$ cat config.mk
export PLATFORM = sky130hd
export DESIGN_NAME = program_memory_unit_flat
export DESIGN_NICKNAME = d
export VERILOG_FILES = /design/src/rtl/program_memory_unit_if.sv /design/src/rtl/program_memory_unit.sv /design/src/flat_wrapper.sv
export SDC_FILE = /design/constraint.sdc
export NUM_CORES = 1
export LEC_CHECK = 0
export ABC_AREA = 1
export BUFFER_PORTS_ARGS = -buffer_cell sky130_fd_sc_hd__buf_2
export CAP_MARGIN = 20
export CORE_UTILIZATION = 54
export CTS_CLUSTER_DIAMETER = 100
export DETAILED_ROUTE_END_ITERATION = 10
export PLACE_DENSITY = 0.75
export SYNTH_ARGS = -nofsm -noshare
export SYNTH_HDL_FRONTEND = slang
export SYNTH_SLANG_ARGS = --single-unit
$ cat constraint.sdc
create_clock -name clk -period 2.8 [get_ports clk]
set_input_delay 0.14 -clock clk [delete_from_list [all_inputs] [get_ports clk]]
set_output_delay 0.14 -clock clk [all_outputs]
set_load 0.005 [all_outputs]
$ cat src/rtl/program_memory_unit_if.sv
`default_nettype none
// ============================================================================
// Module      : program_memory_unit_if
// Description : CPU read channel (4-phase req/ack) and byte-stream program-load
//               channel of the program memory unit.
//               master : CPU core / board loader side (drives requests, bytes)
//               slave  : program memory unit side (drives ack, data, ready)
//   rd_req   CPU read request level        rd_addr  read address
//   rd_data  read data (valid with ack)    rd_ack   read acknowledge
//   rd_err   address out of range          ld_start begin load at address 0
//   ld_valid ld_data holds a byte          ld_data  byte to write
//   ld_ready unit accepts a byte           ld_done  sticky load-complete flag
// Revision    : 1.0 - initial release
// ============================================================================
interface program_memory_unit_if #(
  parameter int ADDR_W = 8,
  parameter int DATA_W = 8
);
  logic              rd_req;
  logic [ADDR_W-1:0] rd_addr;
  logic [DATA_W-1:0] rd_data;
  logic              rd_ack;
  logic              rd_err;
  logic              ld_start;
  logic              ld_valid;
  logic [DATA_W-1:0] ld_data;
  logic              ld_ready;
  logic              ld_done;

  modport master (
    output rd_req, rd_addr, ld_start, ld_valid, ld_data,
    input  rd_data, rd_ack, rd_err, ld_ready, ld_done
  );

  modport slave (
    input  rd_req, rd_addr, ld_start, ld_valid, ld_data,
    output rd_data, rd_ack, rd_err, ld_ready, ld_done
  );
endinterface
`default_nettype wire

$ cat src/rtl/program_memory_unit.sv
`default_nettype none
// ============================================================================
// Module      : program_memory_unit
// Description : Memory-side responder for the CPU MAR->MBR fetch path. Serves
//               CPU reads over a 4-phase req/ack handshake with WAIT_STATES
//               extra cycles, and accepts a sequential DEPTH-word program load
//               from a byte-stream writer. Sole owner of program memory.
// Ports       : clk  - system clock, rising edge
//               rst  - asynchronous reset, active-high
//               bus  - slave modport of program_memory_unit_if (read + load)
// Revision    : 1.0 - initial release
// ============================================================================
module program_memory_unit #(
  parameter int DEPTH       = 9,
  parameter int ADDR_W      = 8,
  parameter int DATA_W      = 8,
  parameter int WAIT_STATES = 2
) (
  input  wire logic                  clk,
  input  wire logic                  rst,
  program_memory_unit_if.slave       bus
);

  localparam int IDX_W = (DEPTH > 1) ? $clog2(DEPTH) : 1;

  typedef enum logic [1:0] {
    S_IDLE = 2'd0,
    S_LOAD = 2'd1,
    S_WAIT = 2'd2,
    S_RESP = 2'd3
  } state_t;

  state_t            state_q;
  logic [DATA_W-1:0] mem_q [DEPTH];
  logic [IDX_W-1:0]  wr_ptr_q;
  logic [3:0]        wait_cnt_q;
  logic [ADDR_W-1:0] addr_q;
  logic [DATA_W-1:0] rd_data_q;
  logic              rd_ack_q;
  logic              rd_err_q;
  logic              ld_ready_q;
  logic              ld_done_q;

  logic              w_in_range;
  logic [DATA_W-1:0] w_rd_word;

  // Only the low index bits address the array; the full latched address
  // decides whether the access is legal.
  assign w_in_range = (addr_q < ADDR_W'(DEPTH));
  assign w_rd_word  = w_in_range ? mem_q[addr_q[IDX_W-1:0]] : '0;

  always_ff @(posedge clk or posedge rst) begin
    if (rst) begin
      state_q    <= S_IDLE;
      wr_ptr_q   <= '0;
      wait_cnt_q <= '0;
      addr_q     <= '0;
      rd_data_q  <= '0;
      rd_ack_q   <= 1'b0;
      rd_err_q   <= 1'b0;
      ld_ready_q <= 1'b0;
      ld_done_q  <= 1'b0;
      for (int i = 0; i < DEPTH; i++) begin
        mem_q[i] <= '0;
      end
    end else begin
      case (state_q)
        S_IDLE: begin
          // A load request takes priority over a simultaneous CPU read.
          if (bus.ld_start) begin
            state_q    <= S_LOAD;
            wr_ptr_q   <= '0;
            ld_done_q  <= 1'b0;
            ld_ready_q <= 1'b1;
          end else if (bus.rd_req) begin
            state_q    <= S_WAIT;
            addr_q     <= bus.rd_addr;
            wait_cnt_q <= 4'(WAIT_STATES);
          end
        end

        S_LOAD: begin
          if (bus.ld_start) begin
            wr_ptr_q <= '0;
          end else if (bus.ld_valid && ld_ready_q) begin
            mem_q[wr_ptr_q] <= bus.ld_data;
            if (wr_ptr_q == IDX_W'(DEPTH - 1)) begin
              state_q    <= S_IDLE;
              ld_ready_q <= 1'b0;
              ld_done_q  <= 1'b1;
              wr_ptr_q   <= '0;
            end else begin
              wr_ptr_q <= wr_ptr_q + 1'b1;
            end
          end
        end

        S_WAIT: begin
          if (wait_cnt_q == 4'd0) begin
            state_q <= S_RESP;
          end else begin
            wait_cnt_q <= wait_cnt_q - 1'b1;
          end
        end

        S_RESP: begin
          // First RESP cycle raises ack; it then holds until the CPU drops
          // its request. rd_data is left untouched on the way out.
          if (rd_ack_q && !bus.rd_req) begin
            state_q  <= S_IDLE;
            rd_ack_q <= 1'b0;
            rd_err_q <= 1'b0;
          end else begin
            rd_ack_q  <= 1'b1;
            rd_data_q <= w_rd_word;
            rd_err_q  <= !w_in_range;
          end
        end

        default: state_q <= S_IDLE;
      endcase
    end
  end

  assign bus.rd_data  = rd_data_q;
  assign bus.rd_ack   = rd_ack_q;
  assign bus.rd_err   = rd_err_q;
  assign bus.ld_ready = ld_ready_q;
  assign bus.ld_done  = ld_done_q;

endmodule
`default_nettype wire

$ cat src/flat_wrapper.sv
// flat-port wrapper written by rule: the top's interface ports become plain ports
module program_memory_unit_flat 
#(
  parameter int DEPTH       = 9,
  parameter int ADDR_W      = 8,
  parameter int DATA_W      = 8,
  parameter int WAIT_STATES = 2
)
  (clk, rst, bus_rd_req, bus_rd_addr, bus_ld_start, bus_ld_valid, bus_ld_data, bus_rd_data, bus_rd_ack, bus_rd_err, bus_ld_ready, bus_ld_done);
  program_memory_unit_if #(.ADDR_W(ADDR_W), .DATA_W(DATA_W)) bus_i ();
  input  wire logic clk;
  input  wire logic rst;
  input wire logic [$bits(bus_i.rd_req)-1:0] bus_rd_req;
  input wire logic [$bits(bus_i.rd_addr)-1:0] bus_rd_addr;
  input wire logic [$bits(bus_i.ld_start)-1:0] bus_ld_start;
  input wire logic [$bits(bus_i.ld_valid)-1:0] bus_ld_valid;
  input wire logic [$bits(bus_i.ld_data)-1:0] bus_ld_data;
  output wire logic [$bits(bus_i.rd_data)-1:0] bus_rd_data;
  output wire logic [$bits(bus_i.rd_ack)-1:0] bus_rd_ack;
  output wire logic [$bits(bus_i.rd_err)-1:0] bus_rd_err;
  output wire logic [$bits(bus_i.ld_ready)-1:0] bus_ld_ready;
  output wire logic [$bits(bus_i.ld_done)-1:0] bus_ld_done;
  assign bus_i.rd_req = bus_rd_req;
  assign bus_i.rd_addr = bus_rd_addr;
  assign bus_i.ld_start = bus_ld_start;
  assign bus_i.ld_valid = bus_ld_valid;
  assign bus_i.ld_data = bus_ld_data;
  assign bus_rd_data = bus_i.rd_data;
  assign bus_rd_ack = bus_i.rd_ack;
  assign bus_rd_err = bus_i.rd_err;
  assign bus_ld_ready = bus_i.ld_ready;
  assign bus_ld_done = bus_i.ld_done;
  program_memory_unit #(.DEPTH(DEPTH), .ADDR_W(ADDR_W), .DATA_W(DATA_W), .WAIT_STATES(WAIT_STATES)) u_core (.clk(clk), .rst(rst), .bus(bus_i));
endmodule
* Yosys cells after proc, flatten, opt, wreduce, memory -nomap -nowiden
Cells that the tools add are included.
Storage, ports and cells: register bits after elaboration 102, input port bits 21, output and inout bits 12, word-level logic and storage cells 95
Operators by class: add/subtract/negate cells 2, $lt $le $gt $ge 4, eq/ne operators 15, multiplexer cells 36, bitwise gates (word level) 4, reduce and logical (&&, ||, !) cells 16
Operators by type and width (count):
- $bwmux W72 | 1
- $bmux W8 S4 | 1
- $demux W8 S4 | 1
- $mux W8 | 4
- $mux W4 | 7
- $pmux W4 S2 | 2
- $mux W2 | 7
- $ge A5 B5 Y1 const B | 2
- $mux W1 | 10
- $ne A2 B2 Y1 const B | 5
- $not A4 Y5 | 2
- $reduce_and A3 Y1 | 3
- $lt A8 B4 Y1 const B | 1
- $ne A2 B1 Y1 const B | 4
- $pmux W2 S4 | 1
- $reduce_and A6 Y1 | 1
- $lt A5 B1 Y1 const B | 1
- $reduce_and A5 Y1 | 1
- $add A4 B1 Y4 const B | 1
- $eq A2 B2 Y1 const B | 2
- $eq A4 B4 Y1 const B | 1
- $logic_not A4 Y1 | 1
- $pmux W1 S2 | 2
- $reduce_and A4 Y1 | 1
- 10 further kinds | 15

* Depth between registers and ports, before layout
depth after elaboration 6, depth in mapped cells 10, gate-level depth less buffers 9

* Worst setup path after synthesis
OpenSTA, ideal clock, no wires.
path type reg2reg, start register u_core.wr_ptr_q[0], end register u_core.state_q[0], setup time 117 ps, arrival 1388 ps, data required time 2683 ps, setup slack 1295 ps, stages on the path, launching flop included 9, path buffers 0, period minus slack after synthesis 1505 ps, cell sequence dfrtp_1 -> inv_1 -> ha_1 -> nand3_1 -> o21ai_1 -> o21a_1 -> nand2_1 -> nand2_1 -> nand2_1
Between the ends: word-level cells in the longest chain between the ends 3
RTL lines:
- from (decl) | line program_memory_unit.sv:35 | logic [IDX_W-1:0] wr_ptr_q;
- from (signal assigned) | line program_memory_unit.sv:93 | wr_ptr_q <= wr_ptr_q + 1'b1;
- $eq A4 B4 Y1 | line program_memory_unit.sv:87 | if (wr_ptr_q == IDX_W'(DEPTH - 1)) begin
- $ne A2 B1 Y1 (no source line)
- $reduce_and A6 Y1 (no source line)
- to (signal assigned) | line program_memory_unit.sv:88 | state_q <= S_IDLE;
- to (signal assigned) | line program_memory_unit.sv:100 | state_q <= S_RESP;
- to (signal assigned) | line program_memory_unit.sv:110 | state_q <= S_IDLE;
- to (decl) | line program_memory_unit.sv:33 | state_t state_q;
No other way between the ends. A chain may end at the register's enable or synchronous reset.

* Worst setup path in the final report
start register u_core.addr_q[0], end register u_core.rd_data_q[1], in the netlist u_core.bus.rd_data[1]
Between the ends: word-level cells in the longest chain between the ends 5, elaborated cells on any way between the ends 6, classes of those cells order compare: 1; mux: 4; bitwise: 1
RTL lines:
- from (decl) | line program_memory_unit.sv:37 | logic [ADDR_W-1:0] addr_q;
- from (signal assigned) | line program_memory_unit.sv:77 | addr_q <= bus.rd_addr;
- $not A4 Y5 (not written as such) | line program_memory_unit.sv:50 | assign w_rd_word = w_in_range ? mem_q[addr_q[IDX_W-1:0]] : '0;
- $bmux W8 S4 | line program_memory_unit.sv:50
- $mux W8 (not written as such) (2 in series) | line program_memory_unit.sv:50
- $mux W8 (*) | line program_memory_unit.sv:50
- to (signal assigned) | line program_memory_unit.sv:115 | rd_data_q <= w_rd_word;
- to (decl) | line program_memory_unit.sv:38 | logic [DATA_W-1:0] rd_data_q;
Mark *: on every way between the ends. The rest lies on a longest branch, timed or not. The select of a mux whose other input is x is not followed.

==> flow_summary.toml <==
[status]
status = "completed"

[routing]
avgRoutedWirePerCell_um = 14.7
drt-total-wl_mm = 10.7
drt_first_iter_violations = 308
drc = 0
avgViaCountPerCell = 5.47
drtPass1Iterations = 5
met2_length_mm = 4.96
top_layer_used = "met4"
num_vias = 3967
wl_met3_um = 489
antenna_left = 0
m1WireLength_mm = 5.09

[setup_path]
required_ps = 3050
end_kind = "flop"
worstSetupPathType = "flop to flop"
rr_worst_depth = 7
start_kind = "flop"
startpoint = "u_core.addr_q[0]"
critPathArrivalTime_ps = 2220
endpoint = "u_core.bus.rd_data[1]"
cp_max_fo = 23
r2r_start = "u_core.addr_q[0]"
reg2reg_to = "u_core.bus.rd_data[1]"
ff2ff_setup_slack_ps = 830

[floorplan]
die_h_um = 96.3
core_area_um2 = 8680
die_area_um2 = 9280
num_rows = 34
die_w_um = 96.3
ios = 33
start_util_pct = 55.3

[grt]
grt_pass1_wl_mm = 17.2
grt_overflow = 0
antenna_found_initial = 0
grt_pass1_vias = 3479
grt_max_degree = 64
track_usage_pct = 24.7

[clock_tree]
cts_max_level = 3
cts_root_buf = "clkbuf_8"
cts_resized = 0
cts_buffers = 9
cts_tree = "built"
clk_pin_slew_ps = 110
cts_num_sinks = 102
clockBufferDepth = 2
clock_latency_ps = 370

[placed_design]
io_buffers = 32
place_ws_ps = 908
gp_congestion = 0.811
dp_hpwl_mm = 7.38
placed_cells = 700

[sta]
period_share_pct = 70.4
tightest_slew_ps = 881
final.setup.tns_ps = 0
fin_crit_ps = 1970
slew_viol_final = 0
setup_viol = 0
maxSlewHeadroom_pct = 41.1
worst_slack_ps = 828
hold_viol = 0
clock_skew_ps = 12.8
rsz0062_at_grt = "false"
hold_ws_ps = 145
max_freq_ghz = 0.507

[final_layout]
fillers = 760
fin_cells = 725
diodes = 0
final_common_cell = "nand2_1"
nNetsFinal = 639
drive_gt1_share_pct = 12.0
layout_common_cells = "nand2_1 (201), dfrtp_1 (102), o21ai_1 (75)"
syn_to_final_growth_pct = 11.1

[power]
leakage_nw = 2.60
irDropWorstVdd_mv = 0.358
p_total_mw = 4.58
power_density_nw_per_um2 = 859

[synth]
yosys_warnings = 0
ys_seq_area_share_pct = 53.1
synth_area_per_cell_um2 = 8.32
synth_seq_cells = 102
synth_area_leaders = "dfrtp_1 (53%), nand2_1 (16%), o21ai_1 (7.8%)"
netlist_area_um2 = 4800
netlist_instances = 577
synth.distinct_cells = 25
synth.largest_area_cell = "dfrtp_1"
synth_top_area_share_pct = 53.1
synth_fp_nets = 604

[flow_run]
max-cap-violations = 0

[worst_hold_path]
hold_class = "input port to flop"
-- worst min-delay path by stage --
| stage | cells after the start | from | slack, ps | end |
|---|---|---|---|---|
| after floorplan | 2 | bus_rd_addr[4] | 250 | u_core.addr_q[4] |
| after global placement | 2 | rst | 350 | u_core.wr_ptr_q[0] |
| after detailed placement | 3 | bus_rd_addr[4] | 350 | u_core.addr_q[4] |
| after CTS | 4 | bus_rd_req | 150 | u_core.addr_q[4] |
| after global routing | 3 | bus_ld_data[1] | 170 | u_core.mem_q[49] |
| final | 4 | bus_rd_req | 140 | u_core.addr_q[4] |
-- sequential cells by signal (all words and copies together), names as in the netlist, 2 cells and up --
register,cells
u_core.addr_q,8
u_core.mem_q,72
u_core.state_q,2
u_core.wr_ptr_q,4
u_core.wait_cnt_q,4
u_core.bus.rd_data,8
-- final cells by class --
cell class | count | area, µm² | share of cell area [%]
Clock buffer | 10 | 138 | 2.58
Clock inverter | 6 | 76.3 | 1.43
Inverter | 40 | 154 | 2.88
Multi-Input combinational cell | 412 | 1980 | 37.0
Sequential cell | 102 | 2550 | 47.8
Tap cell | 108 | 135 | 2.53
Timing Repair Buffer | 47 | 308 | 5.77
-- routing by layer --
layer | up-vias | GRT usage (%)
met5 | - | 0
met4 | 0 | 6.99
met3 | 11 | 3.63
met2 | 114 | 38.2
met1 | 1897 | 36.2
li1 | 1945 | -
-- synth_stat cells, drive strengths merged --
| master | instances |
|---|---|
| nor3 | 3 |
| xor2 | 2 |
| buf | 11 |
| clkinv | 4 |
| o21a | 1 |
| nand4 | 5 |
| dfrtp | 102 |
| nor2 | 30 |
| nand3 | 68 |
| o21ai | 88 |
| nand2 | 204 |
| a21oi | 5 |
| clkbuf | 12 |
| inv | 36 |
| ha | 6 |
-- worst max-delay path, cell delays in order, from the launching register on --
cell,delay [ps]
dfrtp_1,370
clkinv_1,550
nand3_1,350
a21oi_1,110
nand2_1,280
nor2_1,70
nand2_1,70
nand2_1,50
-- kinds of logic (layout without fill, tap and decap cells) --
family	count (synthesis)	after routing	synth area share (%)
adder cells (fa/ha/maj)	6	6	1.56
AO/OA/AOI/OAI	94	94	9.92
XOR/XNOR	2	2	0.365
flip-flops	102	102	53.1
AND/OR/NAND/NOR	310	310	29.3
buffers and inverters	63	103	5.73
-- power by group --
group	leakage [nW]	internal (mW)	switching [mW]	total, mW
registers	1.38	1.78	0.209	1.99
logic	1.11	0.557	1.06	1.62
clock network	0.109	0.454	0.527	0.981
total	2.60	2.79	1.80	4.58
-- metrics by stage --
step	instance area, µm²	utilization, %
floorplan	4810	-
global placement	5030	58.0
detailed placement	5030	58.0
CTS	5340	61.5
global route	5340	61.5
finish	5340	61.5
-- repair_timing --
| action | in CTS | in global routing |
|---|---|---|
| hold buffers | 9 | 0 |
| endpoints found under the hold margin | 47 | 0 |
| setup buffers | 0 | 0 |
Power figures use the tool's default switching activity.
